### config.mk
export PLATFORM = sky130hd
export DESIGN_NAME = cordic_cos_scheduler
export DESIGN_NICKNAME = d
export VERILOG_FILES = /design/src/rtl/cordic_sched_pkg.sv /design/src/rtl/cordic_cos_scheduler_rr_arbiter.sv /design/src/rtl/cordic_cos_scheduler.sv
export SDC_FILE = /design/constraint.sdc
export NUM_CORES = 1
export LEC_CHECK = 0
export CORE_ASPECT_RATIO = 0.5
export CORE_MARGIN = 10
export CORE_UTILIZATION = 40
export CTS_CLUSTER_DIAMETER = 40
export CTS_CLUSTER_SIZE = 8
export DETAILED_ROUTE_END_ITERATION = 6
export GPL_ROUTABILITY_DRIVEN = 1
export PLACE_DENSITY = 0.83
export SYNTH_ARGS = -nofsm -noshare
export SYNTH_HDL_FRONTEND = slang
export SYNTH_SLANG_ARGS = --single-unit
### constraint.sdc
create_clock -name clock -period 3.3 [get_ports clock]
set_input_delay 0.66 -clock clock [delete_from_list [all_inputs] [get_ports clock]]
set_output_delay 0.66 -clock clock [all_outputs]
set_load 0.05 [all_outputs]
### src/rtl/cordic_sched_pkg.sv
// Shared types and constants for the CORDIC cosine scheduler.
// Latency: n/a (declarations only).
// Backpressure: n/a.
package cordic_sched_pkg;

    // Scheduler sequencing states
    typedef enum logic [2:0] {
        S_IDLE    = 3'd0,
        S_LOAD    = 3'd1,
        S_RUN     = 3'd2,
        S_CAPTURE = 3'd3,
        S_RESP    = 3'd4
    } sched_state_t;

    // Biased exponent of 1.0; anything at or above is outside the core's range
    localparam logic [7:0] EXP_LIMIT = 8'd127;

    // Number of enabled core cycles per job
    localparam int ITER_DEFAULT = 16;

    // cos is even, so the core only ever sees |x|
    function automatic logic [31:0] clear_sign(input logic [31:0] x);
        return {1'b0, x[30:0]};
    endfunction

endpackage

### src/rtl/cordic_cos_scheduler_rr_arbiter.sv
// Round-robin arbiter: one-hot grant, search starts one past the last winner.
// Latency: grant is combinational; pointer updates on the clock after an advance.
// Backpressure: grant only while i_grant_en is high; no grant without a request.
module rr_arbiter #(
    parameter int N_REQ = 2
) (
    input  logic             i_clock,
    input  logic             i_aclr_n,
    input  logic [N_REQ-1:0] i_req,
    input  logic             i_grant_en,
    input  logic             i_advance,
    output logic [N_REQ-1:0] o_grant
);

    localparam int PTR_W = (N_REQ > 1) ? $clog2(N_REQ) : 1;
    localparam logic [PTR_W-1:0] PTR_LAST = PTR_W'(N_REQ - 1);

    logic [PTR_W-1:0] r_ptr;
    logic [PTR_W-1:0] w_idx;
    logic [PTR_W-1:0] w_win_idx;
    logic             w_found;

    // Walk the requesters starting at pointer+1, wrapping at N_REQ-1, first hit wins
    always_comb begin
        o_grant   = '0;
        w_found   = 1'b0;
        w_idx     = r_ptr;
        w_win_idx = r_ptr;
        for (int k = 0; k < N_REQ; k++) begin
            w_idx = (w_idx == PTR_LAST) ? '0 : w_idx + 1'b1;
            if (i_grant_en && !w_found && i_req[w_idx]) begin
                o_grant[w_idx] = 1'b1;
                w_found        = 1'b1;
                w_win_idx      = w_idx;
            end
        end
    end

    // Remember the last winner; reset value makes requester 0 first in line
    always_ff @(posedge i_clock or negedge i_aclr_n) begin
        if (!i_aclr_n) begin
            r_ptr <= PTR_LAST;
        end else if (i_advance && w_found) begin
            r_ptr <= w_win_idx;
        end
    end

endmodule

### src/rtl/cordic_cos_scheduler.sv
// Shares one iterative CORDIC cosine core between N_REQ requesters.
// Latency: ITER+3 cycles handshake-to-resp_valid via core, 1 cycle for out-of-range bypass.
// Backpressure: one job in flight; req_ready only in IDLE, response held until resp_ready.
module cordic_cos_scheduler
    import cordic_sched_pkg::*;
#(
    parameter int N_REQ = 2,
    parameter int ID_W  = 1,
    parameter int ITER  = ITER_DEFAULT
) (
    input  logic                clock,
    input  logic                aclr_n,
    input  logic [N_REQ-1:0]    req_valid,
    input  logic [32*N_REQ-1:0] req_data,
    output logic [N_REQ-1:0]    req_ready,
    output logic                resp_valid,
    input  logic                resp_ready,
    output logic [31:0]         resp_data,
    output logic [ID_W-1:0]     resp_id,
    output logic                resp_err,
    output logic                core_aclr,
    output logic                core_clk_en,
    output logic [31:0]         core_dataa,
    input  logic [31:0]         core_result
);

    localparam int CNT_W = (ITER > 1) ? $clog2(ITER) : 1;
    localparam logic [CNT_W-1:0] CNT_LAST = CNT_W'(ITER - 1);

    sched_state_t r_state;
    sched_state_t w_next_state;

    logic [CNT_W-1:0] r_cnt;
    logic             r_resp_valid;
    logic [31:0]      r_resp_data;
    logic [ID_W-1:0]  r_resp_id;
    logic             r_resp_err;
    logic             r_core_aclr;
    logic             r_core_clk_en;
    logic [31:0]      r_core_dataa;

    logic [N_REQ-1:0] w_grant;
    logic             w_grant_en;
    logic             w_hs;
    logic [ID_W-1:0]  w_grant_id;
    logic [31:0]      w_grant_data;
    logic [31:0]      w_op;
    logic             w_bypass;
    logic             w_core_active;
    logic [31:0]      w_dataa_src;

    // Grants are only offered in IDLE and never while reset is asserted
    assign w_grant_en = (r_state == S_IDLE) && aclr_n;

    rr_arbiter #(
        .N_REQ      (N_REQ)
    ) u_arb (
        .i_clock    (clock),
        .i_aclr_n   (aclr_n),
        .i_req      (req_valid),
        .i_grant_en (w_grant_en),
        .i_advance  (w_hs),
        .o_grant    (w_grant)
    );

    assign w_hs      = |w_grant;
    assign req_ready = w_grant;

    // Encode the one-hot grant and select the winning operand
    always_comb begin
        w_grant_id   = '0;
        w_grant_data = '0;
        for (int i = 0; i < N_REQ; i++) begin
            if (w_grant[i]) begin
                w_grant_id   = ID_W'(i);
                w_grant_data = req_data[32*i +: 32];
            end
        end
    end

    // |x| >= 1.0, Inf and NaN never reach the core; zero and denormals do
    assign w_op     = clear_sign(w_grant_data);
    assign w_bypass = (w_op[30:23] >= EXP_LIMIT);

    // State register
    always_ff @(posedge clock or negedge aclr_n) begin
        if (!aclr_n) begin
            r_state <= S_IDLE;
        end else begin
            r_state <= w_next_state;
        end
    end

    // Next-state: bypass jumps straight to RESP, core jobs walk LOAD/RUN/CAPTURE
    always_comb begin
        w_next_state = r_state;
        case (r_state)
            S_IDLE: begin
                if (w_hs) begin
                    w_next_state = w_bypass ? S_RESP : S_LOAD;
                end
            end
            S_LOAD:    w_next_state = S_RUN;
            S_RUN: begin
                if (r_cnt == CNT_LAST) begin
                    w_next_state = S_CAPTURE;
                end
            end
            S_CAPTURE: w_next_state = S_RESP;
            S_RESP: begin
                // resp_valid is high for the whole of RESP
                if (resp_ready) begin
                    w_next_state = S_IDLE;
                end
            end
            default:   w_next_state = S_IDLE;
        endcase
    end

    // Operand is presented from LOAD through CAPTURE; taken fresh at the handshake
    assign w_core_active = (w_next_state == S_LOAD) || (w_next_state == S_RUN) ||
                           (w_next_state == S_CAPTURE);
    assign w_dataa_src   = (r_state == S_IDLE) ? w_op : r_core_dataa;

    // Core controls registered from the next state so they line up with it
    always_ff @(posedge clock or negedge aclr_n) begin
        if (!aclr_n) begin
            r_core_aclr   <= 1'b1;
            r_core_clk_en <= 1'b0;
            r_core_dataa  <= '0;
            r_cnt         <= '0;
        end else begin
            r_core_aclr   <= (w_next_state == S_LOAD);
            r_core_clk_en <= (w_next_state == S_RUN);
            r_core_dataa  <= w_core_active ? w_dataa_src : '0;
            r_cnt         <= ((r_state == S_RUN) && (w_next_state == S_RUN)) ?
                             r_cnt + 1'b1 : '0;
        end
    end

    // Response fields: tag at handshake, result at CAPTURE, frozen throughout RESP
    always_ff @(posedge clock or negedge aclr_n) begin
        if (!aclr_n) begin
            r_resp_valid <= 1'b0;
            r_resp_data  <= '0;
            r_resp_id    <= '0;
            r_resp_err   <= 1'b0;
        end else begin
            r_resp_valid <= (w_next_state == S_RESP);
            if (w_hs) begin
                r_resp_id   <= w_grant_id;
                r_resp_err  <= w_bypass;
                r_resp_data <= '0;
            end else if (r_state == S_CAPTURE) begin
                r_resp_data <= core_result;
            end
        end
    end

    assign resp_valid  = r_resp_valid;
    assign resp_data   = r_resp_data;
    assign resp_id     = r_resp_id;
    assign resp_err    = r_resp_err;
    assign core_aclr   = r_core_aclr;
    assign core_clk_en = r_core_clk_en;
    assign core_dataa  = r_core_dataa;

endmodule

# Word-level counts from Yosys, hierarchy flattened
# Index checks and enable logic that the tools add are counted.
# word_totals
reg_bits	77
input_bits	101
out_inout_bits	71
# classes
add_sub_neg	3
order_cmp	5
n_eq_ne	10
mux	29
bitwise_logic	1
n_reduce_logical	16
# op_table
op	count
two-way mux 32 bit	4
two-way mux 31 bit	2
one-hot mux 3 bit (5 select lines)	1
two-way mux 1 bit	13
equality test 3 x 2 -> 1 bit, second input constant	4
two-way mux 3 bit	4
greater-or-equal comparator 8 x 7 -> 1 bit, second input constant	1
logical AND 1 bit	8
equality test 3 x 1 -> 1 bit, second input constant	2
equality test 3 bit, second input constant	2
adder 4 x 1 -> 4 bit, second input constant	1
equality test 4 bit, second input constant	1
< comparator 1 x 2 -> 1 bit, second input constant	2
two-way mux 2 bit	2
two-way mux 4 bit	1
nonzero test 2 bit	2
logical NOT 3 bit	1
adder 1 bit, second input constant	2
demux 1 bit (select 1 bit)	2
greater-or-equal comparator 1 bit, second input constant	2
logical OR 1 bit	2
inequality test 2 x 1 -> 1 bit, second input constant	1
bitwise OR 2 bit	1
AND reduction 2 bit	1
2 further kinds	2

# Logic depth before layout (Yosys ltp)
# Gate-level depths: netlist (run 1).
# logic_depth
depth_word	20
mapped_depth	7
ltp_nobuf	5

# Modules after synthesis
# From an unflattened synthesis (run 1), not the netlist that was laid out.
# hier_totals
hier_cells	353
hier_area_um2	3293.2
# modules_own_cells
mod	instances	cells_each	area_each_um2	seq_area_each_um2
cordic_cos_scheduler	1	345	3230.6	1878.1
rr_arbiter	1	8	62.6	26.3

# Least setup slack after synthesis (run 1)
# Ideal clock, no wire load.
# synth_path
kind	in2out
from	input aclr_n
to	output req_ready[1]
t_arrival_ns	1.931
path_slack_ns	0.709
path_stages	5
path_buffers	3
path_cell_list	or4b_4 buf_2 nor2_2 buf_4 buf_4
# synth_via
elab_chain_len	7
word_cells_on_any_way	9
cone_classes	mux: 3; bitwise: 1; reduce/logical: 5
# synth_lines
element	line	rtl
start, declared	cordic_cos_scheduler.sv:12	input logic aclr_n,
logical AND 1 bit *	cordic_cos_scheduler.sv:53	assign w_grant_en = (r_state == S_IDLE) && aclr_n;
logical AND 1 bit	cordic_cos_scheduler_rr_arbiter.sv:31	if (i_grant_en && !w_found && i_req[w_idx]) begin
two-way mux 1 bit	cordic_cos_scheduler_rr_arbiter.sv:31	
logical NOT 1 bit	cordic_cos_scheduler_rr_arbiter.sv:31	
logical AND 1 bit (2 in a row)	cordic_cos_scheduler_rr_arbiter.sv:31	
two-way mux 2 bit *	cordic_cos_scheduler_rr_arbiter.sv:31	
end, declared	cordic_cos_scheduler.sv:15	output logic [N_REQ-1:0] req_ready,
# Mark *: on every way between the ends. The rest lies on a longest branch, timed or not.

# Worst setup path after layout (run 1)
# layout_path
from	register r_state[2]
to	output req_ready[0]
# layout_via
elab_chain_len	8
word_cells_on_any_way	10
cone_classes	mux: 3; bitwise: 1; reduce/logical: 6
# layout_lines
element	line	rtl
start, declared	cordic_cos_scheduler.sv:30	sched_state_t r_state;
start signal, assigned	cordic_cos_scheduler.sv:90	r_state <= w_next_state;
logical NOT 3 bit *	cordic_cos_scheduler.sv:53	
logical AND 1 bit *	cordic_cos_scheduler.sv:53	
logical AND 1 bit	cordic_cos_scheduler_rr_arbiter.sv:31	
two-way mux 1 bit	cordic_cos_scheduler_rr_arbiter.sv:31	
logical NOT 1 bit	cordic_cos_scheduler_rr_arbiter.sv:31	
logical AND 1 bit (2 in a row)	cordic_cos_scheduler_rr_arbiter.sv:31	
two-way mux 2 bit *	cordic_cos_scheduler_rr_arbiter.sv:31	
# Marked as above.

==> run_results.csv, run 1 <==
group,metric,value,unit
placed_design,dp_hpwl,8050,um
global_routing,grt_overflow,0,
job,maxCapViolations,0,
clocking,root_buffer,"clkbuf_16",
synth,yosys-top-cells-area,"dfrtp_1 55%, a21oi_1 11%, nand2_1 7.6%",
layout,nFillCells,648,
floorplanning,start_util,41.5,%
synth,ys_warn_count,0,
layout,antennaDiodeCount,0,
clocking,cts.htree.levels,3,
timing,grt_setup_unrepaired,"no",
floorplanning,die_h,84.7,um
synth,synth_edf_count,0,
placed_design,dpl_worst_slack,0.472,ns
synth,synth_commonest_cells,"74 x dfrtp_1, 72 x a21oi_1, 68 x nand2_1, 23 x a222oi_1, 18 x clkbuf_1",
synth,netlist_area,3350,um^2
clocking,cts_resized,0,
power,p_int,2.90,mW
floorplanning,top_level_ports,172,
power,power.net_switching,2.60,mW
route,wl_per_cell,18.3,um
clocking,cts_buffer_depth,2,
timing,final_max_slew_viol_count,0,
placed_design,place_congestion,0.787,
route,drt_iter0_drc,305,
clocking,postCtsSetupBuffers,0,
layout,syn_to_final_growth,61.6,%
timing,setup_ws,0.455,ns
power,pwr-share-comb,55.0,%
global_routing,antenna_found_initial,0,
synth,ys.flop_type,"dfrtp_1",
global_routing,grt_pass1_wl,17400,um
floorplanning,coreArea,8060,um^2
setup_path,cp_data_arrival_time,2.18,ns
synth,ys_types,40,
clocking,cts_made_buffers,9,
timing,relSlewSlack,28.8,%
power,pwr-share-clk,17.8,%
synth,yosys.area.top_type,"dfrtp_1",
timing,period_share,86.2,%
layout,fin_cells,606,
global_routing,grt_max_degree,77,
placed_design,io_buffers,168,
synth,synthArstFlopShare,100,%
clocking,cts_tree,"done",
floorplanning,std_cell_rows,23,
timing,hold_viol_final,0,
setup_path,start_kind,"flop",
setup_path,critPathKind,"reg -> out",
placed_design,placed_cells,590,
synth,synth.most_common_cell,"dfrtp_1",
clocking,cts.clk_slew.worst_paths,0.05,ns
timing,final-setup-viol-count,0,
synth,synth_top_area_share,55.3,%
floorplanning,dieArea,12600,um^2
route,drtAntennaViolNets,0,
route,vias_per_cell,5.30,
route,drt-pass1-iter-count,5,
synth,synth_cells,332,
synth,ys_seq_elements,76,
setup_path,crit_path_end_kind,"output port",
route,vias,3210,
setup_path,cp_max_fo,13,
timing,setup_tns,0,ns
power,power_leakage,2.29,nW
route,wirelength,11100,um
outcome,status,"finished, final reports clean",
global_routing,grt_pass1_vias,3209,
synth,syn_avg_cell_area,10.1,um^2
timing,min_period,2.84,ns
power,power_switching_share,47.2,%
layout,post-route-util,67.1,%
hold_path,hold_class,"reg -> reg",
clocking,clkLatencyLatePin,0.33,ns
clocking,postCtsHoldBufs,0,
route,post-route-drc-count,0,
synth,syn-num-nets,434,
clocking,clkSinkCount,76,
timing,skew,0.00734,ns
power,p_per_area,1020,nW/um^2
floorplanning,die_w,149,um
timing,tightest_slew,1.07,ns
power,ir_drop,0.516,mV
synth,ys_seq_area_share,56.9,%
global_routing,grtUsageTotal,17.2,%
setup_path,required,2.64,ns
layout,nets,591,
power,p_seq_share,27.3,%
layout,layout-drive-gt1-share,7.49,%
timing,fmax,352,MHz
==> per-layer routing <==
| layer | global-route usage [%] | routed length (um) |
|---|---|---|
| met4 | 7.17 | 330 |
| met2 | 29.6 | 5900 |
| met5 | 0 | 0 |
| met1 | 18.8 | 4260 |
| met3 | 6.21 | 584 |
==> cell usage in the layout (no fill, tap or decap), types with 2 or more instances in the layout <==
cell / netlist / final
a21o_1: 2 / 2
a21oi_1: 72 / 72
a222oi_1: 23 / 23
a32oi_1: 7 / 7
and3_1: 2 / 2
buf_12: 0 / 3
buf_4: 4 / 8
clkbuf_1: 18 / 3
clkbuf_16: 0 / 9
clkbuf_8: 0 / 2
clkdlybuf4s50_1: 0 / 165
dfrtp_1: 74 / 74
dfstp_2: 2 / 2
inv_1: 4 / 4
nand2_1: 68 / 68
nand2b_1: 2 / 2
nand3_1: 4 / 4
nand4_1: 2 / 2
nor2_1: 12 / 11
nor2_2: 1 / 2
o211a_1: 3 / 3
or2_2: 4 / 4
xnor2_1: 2 / 2
==> area by class of cell <==
class | count | area (um^2) | share of cell area, %
Timing Repair Buffer | 176 | 1770 | 32.8
Sequential cell | 76 | 1900 | 35.2
Clock buffer | 14 | 264 | 4.88
Clock inverter | 2 | 35.0 | 0.648
Tap cell | 112 | 140 | 2.59
Multi-Input combinational cell | 222 | 1270 | 23.6
Inverter | 4 | 15.0 | 0.278
==> sequential cells by signal, indices dropped and copies added (netlist names) <==
signal       flops
r_state          3
resp_valid       1
r_cnt            4
u_arb.r_ptr      1
resp_err         1
resp_id          1
resp_data       32
core_dataa      31
core_clk_en      1
core_aclr        1
==> power by group through the flow <==
stage / sequential [mW] / combinational (mW) / clock [mW]
finish: 1.50 / 3.02 / 0.977
global placement: 1.49 / 3.02 / 0
CTS: 1.50 / 3.05 / 0.995
global route: 1.55 / 3.20 / 1.05
detailed placement: 1.51 / 3.04 / 0
floorplan: 2.61 / 0.881 / 0
==> logic make-up after synthesis <==
family,count (synthesis),share of synthesized area (%)
other,1,0.112
xor gates and xnor gates,2,0.524
AOI/OAI and AO/OA,115,23.0
and+or+nand+nor,103,14.0
DFF,76,56.9
adders and majority gates,1,0.374
buffers and inverters,34,5.05
==> per-stage QoR <==
step / hold WS (ns) / instance area, um^2 / power [mW]
6_report: 0.486 / 5410 / 5.50
5_1_grt: 0.513 / 5410 / 5.80
4_1_cts: 0.489 / 5410 / 5.54
3_5_place_dp: 0.473 / 5110 / 4.55
3_3_place_gp: 0.463 / 5110 / 4.51
2_1_floorplan: 0.364 / 3350 / 3.49
==> critical path: stages, from the launching register on <==
cell	delay [ns]
dfrtp_1	0.48
or4b_4	0.69
nor3b_2	0.48
buf_12	0.21
==> worst paths after layout <==
path                             from              to  cells after the start  slack (ns)
max                        r_state[2]    req_ready[0]                      3        0.46
min                           resp_id         resp_id                      1        0.49
max reg2reg                r_state[2]  core_dataa[14]                      5        0.92
min reg2reg                   resp_id         resp_id                      1        0.49
max in group asynchronous      aclr_n   resp_data[31]                      2        2.11
min in group asynchronous      aclr_n        r_cnt[0]                      2        0.58
Power figures use the tool's default switching activity.
==> run 2: changes to the inputs <==
--- a/config.mk
+++ b/config.mk
@@ -12,6 +12,7 @@
 export CTS_CLUSTER_SIZE = 8
 export DETAILED_ROUTE_END_ITERATION = 6
 export GPL_ROUTABILITY_DRIVEN = 1
+export HOLD_SLACK_MARGIN = 0.15
 export PLACE_DENSITY = 0.83
 export SYNTH_ARGS = -nofsm -noshare
 export SYNTH_HDL_FRONTEND = slang
==> results of run 2 <==
Same layout as run 1: the final DEF is identical, and so are final timing and power.
